<file path="config.mk">
export PLATFORM = sky130hd
export DESIGN_NAME = sub_381bit_seq_flat
export DESIGN_NICKNAME = d
export VERILOG_FILES = /design/src/rtl/sub_381bit_seq_if.sv /design/src/rtl/sub_381bit_seq.sv /design/src/flat_wrapper.sv
export SDC_FILE = /design/constraint.sdc
export NUM_CORES = 2
export LEC_CHECK = 0
export ABC_AREA = 1
export CELL_PAD_IN_SITES_DETAIL_PLACEMENT = 1
export CELL_PAD_IN_SITES_GLOBAL_PLACEMENT = 1
export CORE_AREA = 2 2 453 455
export CTS_BUF_LIST = sky130_fd_sc_hd__clkbuf_8
export CTS_CLUSTER_SIZE = 8
export DETAILED_ROUTE_END_ITERATION = 7
export DIE_AREA = 0 0 455 457
export PLACE_DENSITY_LB_ADDON = 0.12
export SLEW_MARGIN = 30
export SYNTH_ARGS = -nofsm -noshare
export SYNTH_HDL_FRONTEND = slang
export SYNTH_SLANG_ARGS = --single-unit
export TNS_END_PERCENT = 5
</file>
<file path="constraint.sdc">
create_clock -name clk -period 4.2 [get_ports clk]
set_clock_uncertainty 0.2 [all_clocks]
set_input_delay 0.42 -clock clk [delete_from_list [all_inputs] [get_ports clk]]
set_output_delay 0.42 -clock clk [all_outputs]
set_load 0.05 [all_outputs]
</file>
<file path="src/rtl/sub_381bit_seq_if.sv">
// Operand/result handshake bundle for the sequential wide subtractor.
//   master : operand source and result consumer (drives in_valid, operands, out_ready)
//   slave  : the subtractor (drives in_ready, out_valid, diff, borrow_out)
interface sub_381bit_seq_if #(
    parameter int unsigned WIDTH = 381
);
    logic             in_valid;
    logic             in_ready;
    logic [WIDTH-1:0] minuend;
    logic [WIDTH-1:0] subtrahend;
    logic             borrow_in;
    logic             out_valid;
    logic             out_ready;
    logic [WIDTH-1:0] diff;
    logic             borrow_out;

    modport master (
        output in_valid, minuend, subtrahend, borrow_in, out_ready,
        input  in_ready, out_valid, diff, borrow_out
    );

    modport slave (
        input  in_valid, minuend, subtrahend, borrow_in, out_ready,
        output in_ready, out_valid, diff, borrow_out
    );
endinterface

</file>
<file path="src/rtl/sub_381bit_seq.sv">
// Multi-cycle wide subtractor: diff = (minuend - subtrahend - borrow_in) mod 2^WIDTH,
// one CHUNK-bit slice per clock, LSB slice first, borrow rippled in a register.
// Ports:
//   clk, rst_n : clock, asynchronous active-low reset
//   bus        : slave side of sub_381bit_seq_if (operand in / result out handshakes)
module sub_381bit_seq #(
    parameter int unsigned WIDTH = 381,
    parameter int unsigned CHUNK = 32
) (
    input  logic                 clk,
    input  logic                 rst_n,
    sub_381bit_seq_if.slave      bus
);
    localparam int unsigned NCHUNK = (WIDTH + CHUNK - 1) / CHUNK;
    localparam int unsigned PADW   = NCHUNK * CHUNK;
    localparam int unsigned PW     = $clog2(PADW);
    localparam int unsigned CNTW   = $clog2(NCHUNK + 1);
    // Position of result bit WIDTH inside the top slice's {carry, sum} word.
    localparam int unsigned TOPB   = WIDTH - (NCHUNK - 1) * CHUNK;

    typedef enum logic [1:0] {IDLE, CALC, DONE} state_t;

    state_t            state_q;
    logic [WIDTH-1:0]  a_q;
    logic [WIDTH-1:0]  b_q;
    logic [WIDTH-1:0]  diff_q;
    logic [CNTW-1:0]   cnt_q;
    logic              borrow_q;
    logic              borrow_out_q;
    logic              in_ready_q;
    logic              out_valid_q;

    logic [PADW-1:0]   a_pad;
    logic [PADW-1:0]   b_pad;
    logic [PW-1:0]     off;
    logic [CHUNK-1:0]  a_sl;
    logic [CHUNK-1:0]  nb_sl;
    logic              nborrow;
    logic [CHUNK:0]    sum;
    logic              borrow_fin;
    logic [WIDTH-1:0]  diff_nxt;

    // Current slice: A + ~B + ~borrow; pad bits above WIDTH are dropped on write-back.
    always_comb begin
        a_pad    = PADW'(a_q);
        b_pad    = PADW'(b_q);
        off      = PW'(cnt_q) * PW'(CHUNK);
        a_sl     = a_pad[off +: CHUNK];
        nb_sl    = ~b_pad[off +: CHUNK];
        nborrow  = ~borrow_q;
        sum      = (CHUNK+1)'(a_sl) + (CHUNK+1)'(nb_sl) + (CHUNK+1)'(nborrow);
        // With zero-extended operands, bit WIDTH of the padded result is the true borrow.
        borrow_fin = (TOPB == CHUNK) ? ~sum[CHUNK] : sum[TOPB];
        diff_nxt = diff_q;
        for (int i = 0; i < int'(CHUNK); i++) begin
            if (int'(off) + i < int'(WIDTH)) begin
                diff_nxt[PW'(int'(off) + i)] = sum[i];
            end
        end
    end

    // Control FSM and datapath registers.
    always_ff @(posedge clk or negedge rst_n) begin
        if (!rst_n) begin
            state_q      <= IDLE;
            a_q          <= '0;
            b_q          <= '0;
            diff_q       <= '0;
            cnt_q        <= '0;
            borrow_q     <= 1'b0;
            borrow_out_q <= 1'b0;
            in_ready_q   <= 1'b1;
            out_valid_q  <= 1'b0;
        end else begin
            case (state_q)
                IDLE: begin
                    if (bus.in_valid && in_ready_q) begin
                        a_q        <= bus.minuend;
                        b_q        <= bus.subtrahend;
                        borrow_q   <= bus.borrow_in;
                        cnt_q      <= '0;
                        in_ready_q <= 1'b0;
                        state_q    <= CALC;
                    end
                end
                CALC: begin
                    diff_q   <= diff_nxt;
                    borrow_q <= ~sum[CHUNK];
                    cnt_q    <= cnt_q + CNTW'(1);
                    if (cnt_q == CNTW'(NCHUNK - 1)) begin
                        borrow_out_q <= borrow_fin;
                        out_valid_q  <= 1'b1;
                        state_q      <= DONE;
                    end
                end
                DONE: begin
                    if (bus.out_ready) begin
                        out_valid_q <= 1'b0;
                        in_ready_q  <= 1'b1;
                        state_q     <= IDLE;
                    end
                end
                default: begin
                    state_q     <= IDLE;
                    in_ready_q  <= 1'b1;
                    out_valid_q <= 1'b0;
                end
            endcase
        end
    end

    assign bus.in_ready   = in_ready_q;
    assign bus.out_valid  = out_valid_q;
    assign bus.diff       = diff_q;
    assign bus.borrow_out = borrow_out_q;
endmodule

</file>
<file path="src/flat_wrapper.sv">
// flat-port wrapper written by rule: the top's interface ports become plain ports
module sub_381bit_seq_flat 
#(
    parameter int unsigned WIDTH = 381,
    parameter int unsigned CHUNK = 32
)
  (clk, rst_n, bus_in_valid, bus_minuend, bus_subtrahend, bus_borrow_in, bus_out_ready, bus_in_ready, bus_out_valid, bus_diff, bus_borrow_out);
  sub_381bit_seq_if #(.WIDTH(WIDTH)) bus_i ();
  input  logic clk;
  input  logic rst_n;
  input wire logic [$bits(bus_i.in_valid)-1:0] bus_in_valid;
  input wire logic [$bits(bus_i.minuend)-1:0] bus_minuend;
  input wire logic [$bits(bus_i.subtrahend)-1:0] bus_subtrahend;
  input wire logic [$bits(bus_i.borrow_in)-1:0] bus_borrow_in;
  input wire logic [$bits(bus_i.out_ready)-1:0] bus_out_ready;
  output wire logic [$bits(bus_i.in_ready)-1:0] bus_in_ready;
  output wire logic [$bits(bus_i.out_valid)-1:0] bus_out_valid;
  output wire logic [$bits(bus_i.diff)-1:0] bus_diff;
  output wire logic [$bits(bus_i.borrow_out)-1:0] bus_borrow_out;
  assign bus_i.in_valid = bus_in_valid;
  assign bus_i.minuend = bus_minuend;
  assign bus_i.subtrahend = bus_subtrahend;
  assign bus_i.borrow_in = bus_borrow_in;
  assign bus_i.out_ready = bus_out_ready;
  assign bus_in_ready = bus_i.in_ready;
  assign bus_out_valid = bus_i.out_valid;
  assign bus_diff = bus_i.diff;
  assign bus_borrow_out = bus_i.borrow_out;
  sub_381bit_seq #(.WIDTH(WIDTH), .CHUNK(CHUNK)) u_core (.clk(clk), .rst_n(rst_n), .bus(bus_i));
endmodule
</file>
==> key figures <==
Worst setup path
  • Startpoint Class: flop
  • CP endpoint: u_core.bus.diff[252]
  • Critical path class: reg2reg
  • Crit path from: u_core.cnt_q[0]
  • Worst-path fanout max: 15
  • Crit path required time: just under 5000 ps
  • R2R cell count: 19
  • Reg2reg start: u_core.cnt_q[0]
  • Worst reg-to-reg setup slack: about 170 ps
  • Worst R2R End: u_core.bus.diff[252]
  • CP Capture Type: flop
  • Arrival time worst endpoint: ~4700 ps

Cells and area
  • Most common cell after layout, fill and taps aside: nand2_1
  • Fin nets: about 9000
  • Finished Cell Area: slightly above 0.08 mm²
  • Layout area overhead: 58.5%
  • Leading cell types in the layout, fill and taps excluded: nand2_1 (3036), dfrtp_1 (1150), clkdlybuf4s50_1 (1149), dlygate4sd3_1 (765), nand3_1 (297)
  • Fill count: between 20000 and 25000
  • Ratio of cells with drive above 1 in the final layout: around a tenth

Place
  • Post-placement cell area: 0.0672 mm²
  • HPWL after DPL: about 190000 µm
  • I/O Buffers: about 1200
  • Routability-driven placement congestion ratio: 0.858

CTS
  • Cts bufs inserted: approximately 220
  • CTS tree: done
  • Clock-pin slew on the worst setup and hold paths: 60 ps
  • CTS root buffer: clkbuf_8
  • Skew-Pair Late Insertion Delay: between 1000 and 1500 ps
  • Max Buffers Root-to-Sink: 3
  • Htree depth: 4
  • CTS sink cnt: 1153

Yosys
  • Post-Synthesis Cells: just over 6000
  • Number of synthesized flops with an enable pin: 0
  • Cell Area, Synth: between 0.05 and 0.06 mm²
  • Seq/Total Area, Yosys: between 50% and 60%
  • Post-synth ARST share: 100%
  • Average size of a mapped cell: just over 8 µm²
  • Synth cell types: 40
  • FF+latch count, synth: between 1000 and 1500
  • Top_reg_cell synth: dfrtp_1
  • Syn_nets: 7016
  • Ys Warns: 0

Pwr
  • Power Density: roughly 1000 mW/mm²
  • VDD IR max: between 1000 and 1500 µV
  • Static Leak: between 30 and 40 nW

STA
  • Final setup TNS: 0 ps
  • Max Slew Vio Count: 0
  • Final setup fails: 0
  • Achievable Freq: 248 MHz
  • Final Hold Viols: 0
  • Final worst path period share: a little over nine tenths
  • Clock period minus worst slack: approximately 4000 ps
  • Max_slew headroom: around 27%
  • RSZ-0062 raised after global routing: true
  • Worst-Margin Slew: around 1100 ps

Die
  • Die area: 0.208 mm²
  • # IOs: approximately 1200
  • Row cnt: around 170
  • Core area: 0.203 mm²
  • Chip width: between 400 and 500 µm
  • Chip height: 457 µm
  • Starting Density: around a quarter

Route
  • Vias per cell: 4.59
  • Detailed router's first-iteration violation count: roughly 3400
  • Drt first pass iters: 5
  • DRC: 0
  • Wire length per cell: between 20 and 25 µm
  • Post-route ant nets: 0
  • Routed wire length: approximately 270000 µm
  • Vias post-DR: between 50000 and 60000

GRT
  • Largest net degree at the start of global routing: about 210
  • First-pass GRT wire length: around 380000 µm
  • Initial antenna violation count: 33
  • Gr usage total: between 20% and 30%
  • GRT overflow: 0
  • Vias in the first global route: 54200

Hold path
  • HP Start: bus_borrow_in
  • Kind of path behind the tightest hold check: in2reg

Job
  • Max Cap Violations: 0

Outcome
  • Outcome: finished, final reports clean
final cells by class:
| class | count | area, µm² | share of cell area [%] |
|---|---|---|---|
| multi-input cells | 4452 | 20100 | 25.0 |
| clock inverters | 106 | 607 | 0.754 |
| well taps | 2688 | 3360 | 4.18 |
| repair buffers | 2264 | 23100 | 28.7 |
| repair inverters | 1 | 11.3 | 0.0140 |
| flip-flops and latches | 1153 | 28900 | 35.9 |
| diodes | 23 | 57.6 | 0.0716 |
| inverters | 127 | 524 | 0.652 |
| clock buffers | 274 | 3770 | 4.69 |
through the flow:
step	power, mW	instances	hold slack (ps)	setup WS, ps	util (%)
6_report	80.4	11100	146	166	39.6
2_1_floorplan	40.1	6212	-75.6	600	-
5_1_grt	85.8	11100	78.6	-24.5	39.6
3_3_place_gp	66.4	9892	164	-575	33.0
3_5_place_dp	66.8	9892	166	-560	33.0
4_1_cts	80.2	11000	74.4	-16.2	39.3
cells in the mapped netlist, drive strengths merged, types with 4 or more instances:
cell / instances / area, µm²
mux2i: 127 / 1270
nand3b: 4 / 33.8
dfrtp: 1152 / 28800
nor3: 31 / 204
o21ai: 305 / 1530
a31oi: 57 / 357
inv: 126 / 473
nor2: 303 / 1170
nand4: 7 / 43.8
nand3: 310 / 1560
xnor2: 10 / 103
o21bai: 5 / 37.5
or2: 11 / 68.8
nand2: 3062 / 11500
a21oi: 41 / 205
buf: 139 / 679
ha: 35 / 438
clkbuf: 342 / 1280
o22ai: 127 / 795
cells by family (layout without fill, tap and decap cells):
| family | count (synthesis) | after routing | share of synthesized area (%) |
|---|---|---|---|
| flip-flops | 1153 | 1153 | 56.9 |
| adder cells (fa/ha/maj) | 37 | 37 | 0.942 |
| multiplexers | 127 | 127 | 2.51 |
| buffers and inverters | 608 | 2772 | 4.81 |
| other | 0 | 23 | 0 |
| AO/OA/AOI/OAI | 540 | 540 | 5.83 |
| XOR/XNOR | 13 | 13 | 0.269 |
| AND/OR/NAND/NOR | 3734 | 3735 | 28.8 |
per-layer routing:
| metal | vias up | track usage, % | wire length [µm] |
|---|---|---|---|
| li1 | 23600 | - | - |
| met1 | 25300 | 33.9 | 119000 |
| met2 | 1492 | 40.8 | 125000 |
| met3 | 436 | 3.70 | 12700 |
| met4 | 4 | 9.87 | 11500 |
| met5 | - | 0 | 27 |
registers in the layout (all words and copies together) (netlist names):
register and count:
u_core.bus.in_ready 1, u_core.a_q 381, u_core.bus.diff 381, u_core.bus.out_valid 1, u_core.bus.borrow_out 1, u_core.b_q 381, u_core.state_q 2, u_core.cnt_q 4
u_core.borrow_q 1
power breakdown:
part           switching (mW)  internal [mW]  total (mW)
logic                    31.2           19.4        50.6
registers                2.86           15.6        18.5
clock network            5.31           5.99        11.3
total                    39.4           41.0        80.4
worst min-delay path by stage:
| stage | to | slack, ps | depth (start not counted) |
|---|---|---|---|
| 2_1_floorplan | u_core.a_q[0] | -80 | 0 |
| 3_3_place_gp | u_core.bus.diff[292] | 160 | 0 |
| 3_5_place_dp | u_core.bus.diff[312] | 170 | 0 |
| 4_1_cts | u_core.state_q[0] | 70 | 3 |
| 5_1_grt | u_core.borrow_q | 80 | 3 |
| 6_report | u_core.borrow_q | 150 | 3 |
repair_timing:
action / 4_1_cts / 5_1_grt
buffers inserted: 2 / 13
setup endpoints to repair: 161 / 181
pin swaps: 1 / 8
resized for setup: 66 / 88
endpoints found under the hold margin: 1918 / 0
cloned: 8 / 3
hold buffers: 766 / 0
worst max-delay path, cell delays in order, from the launching register on:
cell,delay [ps]
dfrtp_4,420
buf_12,160
buf_12,190
buf_16,210
buf_16,200
mux2i_4,310
o22ai_1,130
nand2_1,120
nand3_2,160
buf_4,190
ha_2,310
nand2_2,140
inv_1,60
a21oi_1,270
nand2_1,180
a21oi_2,200
nand3_1,140
buf_12,170
nand3_1,90
nand2_1,50
Power figures use the tool's default switching activity.
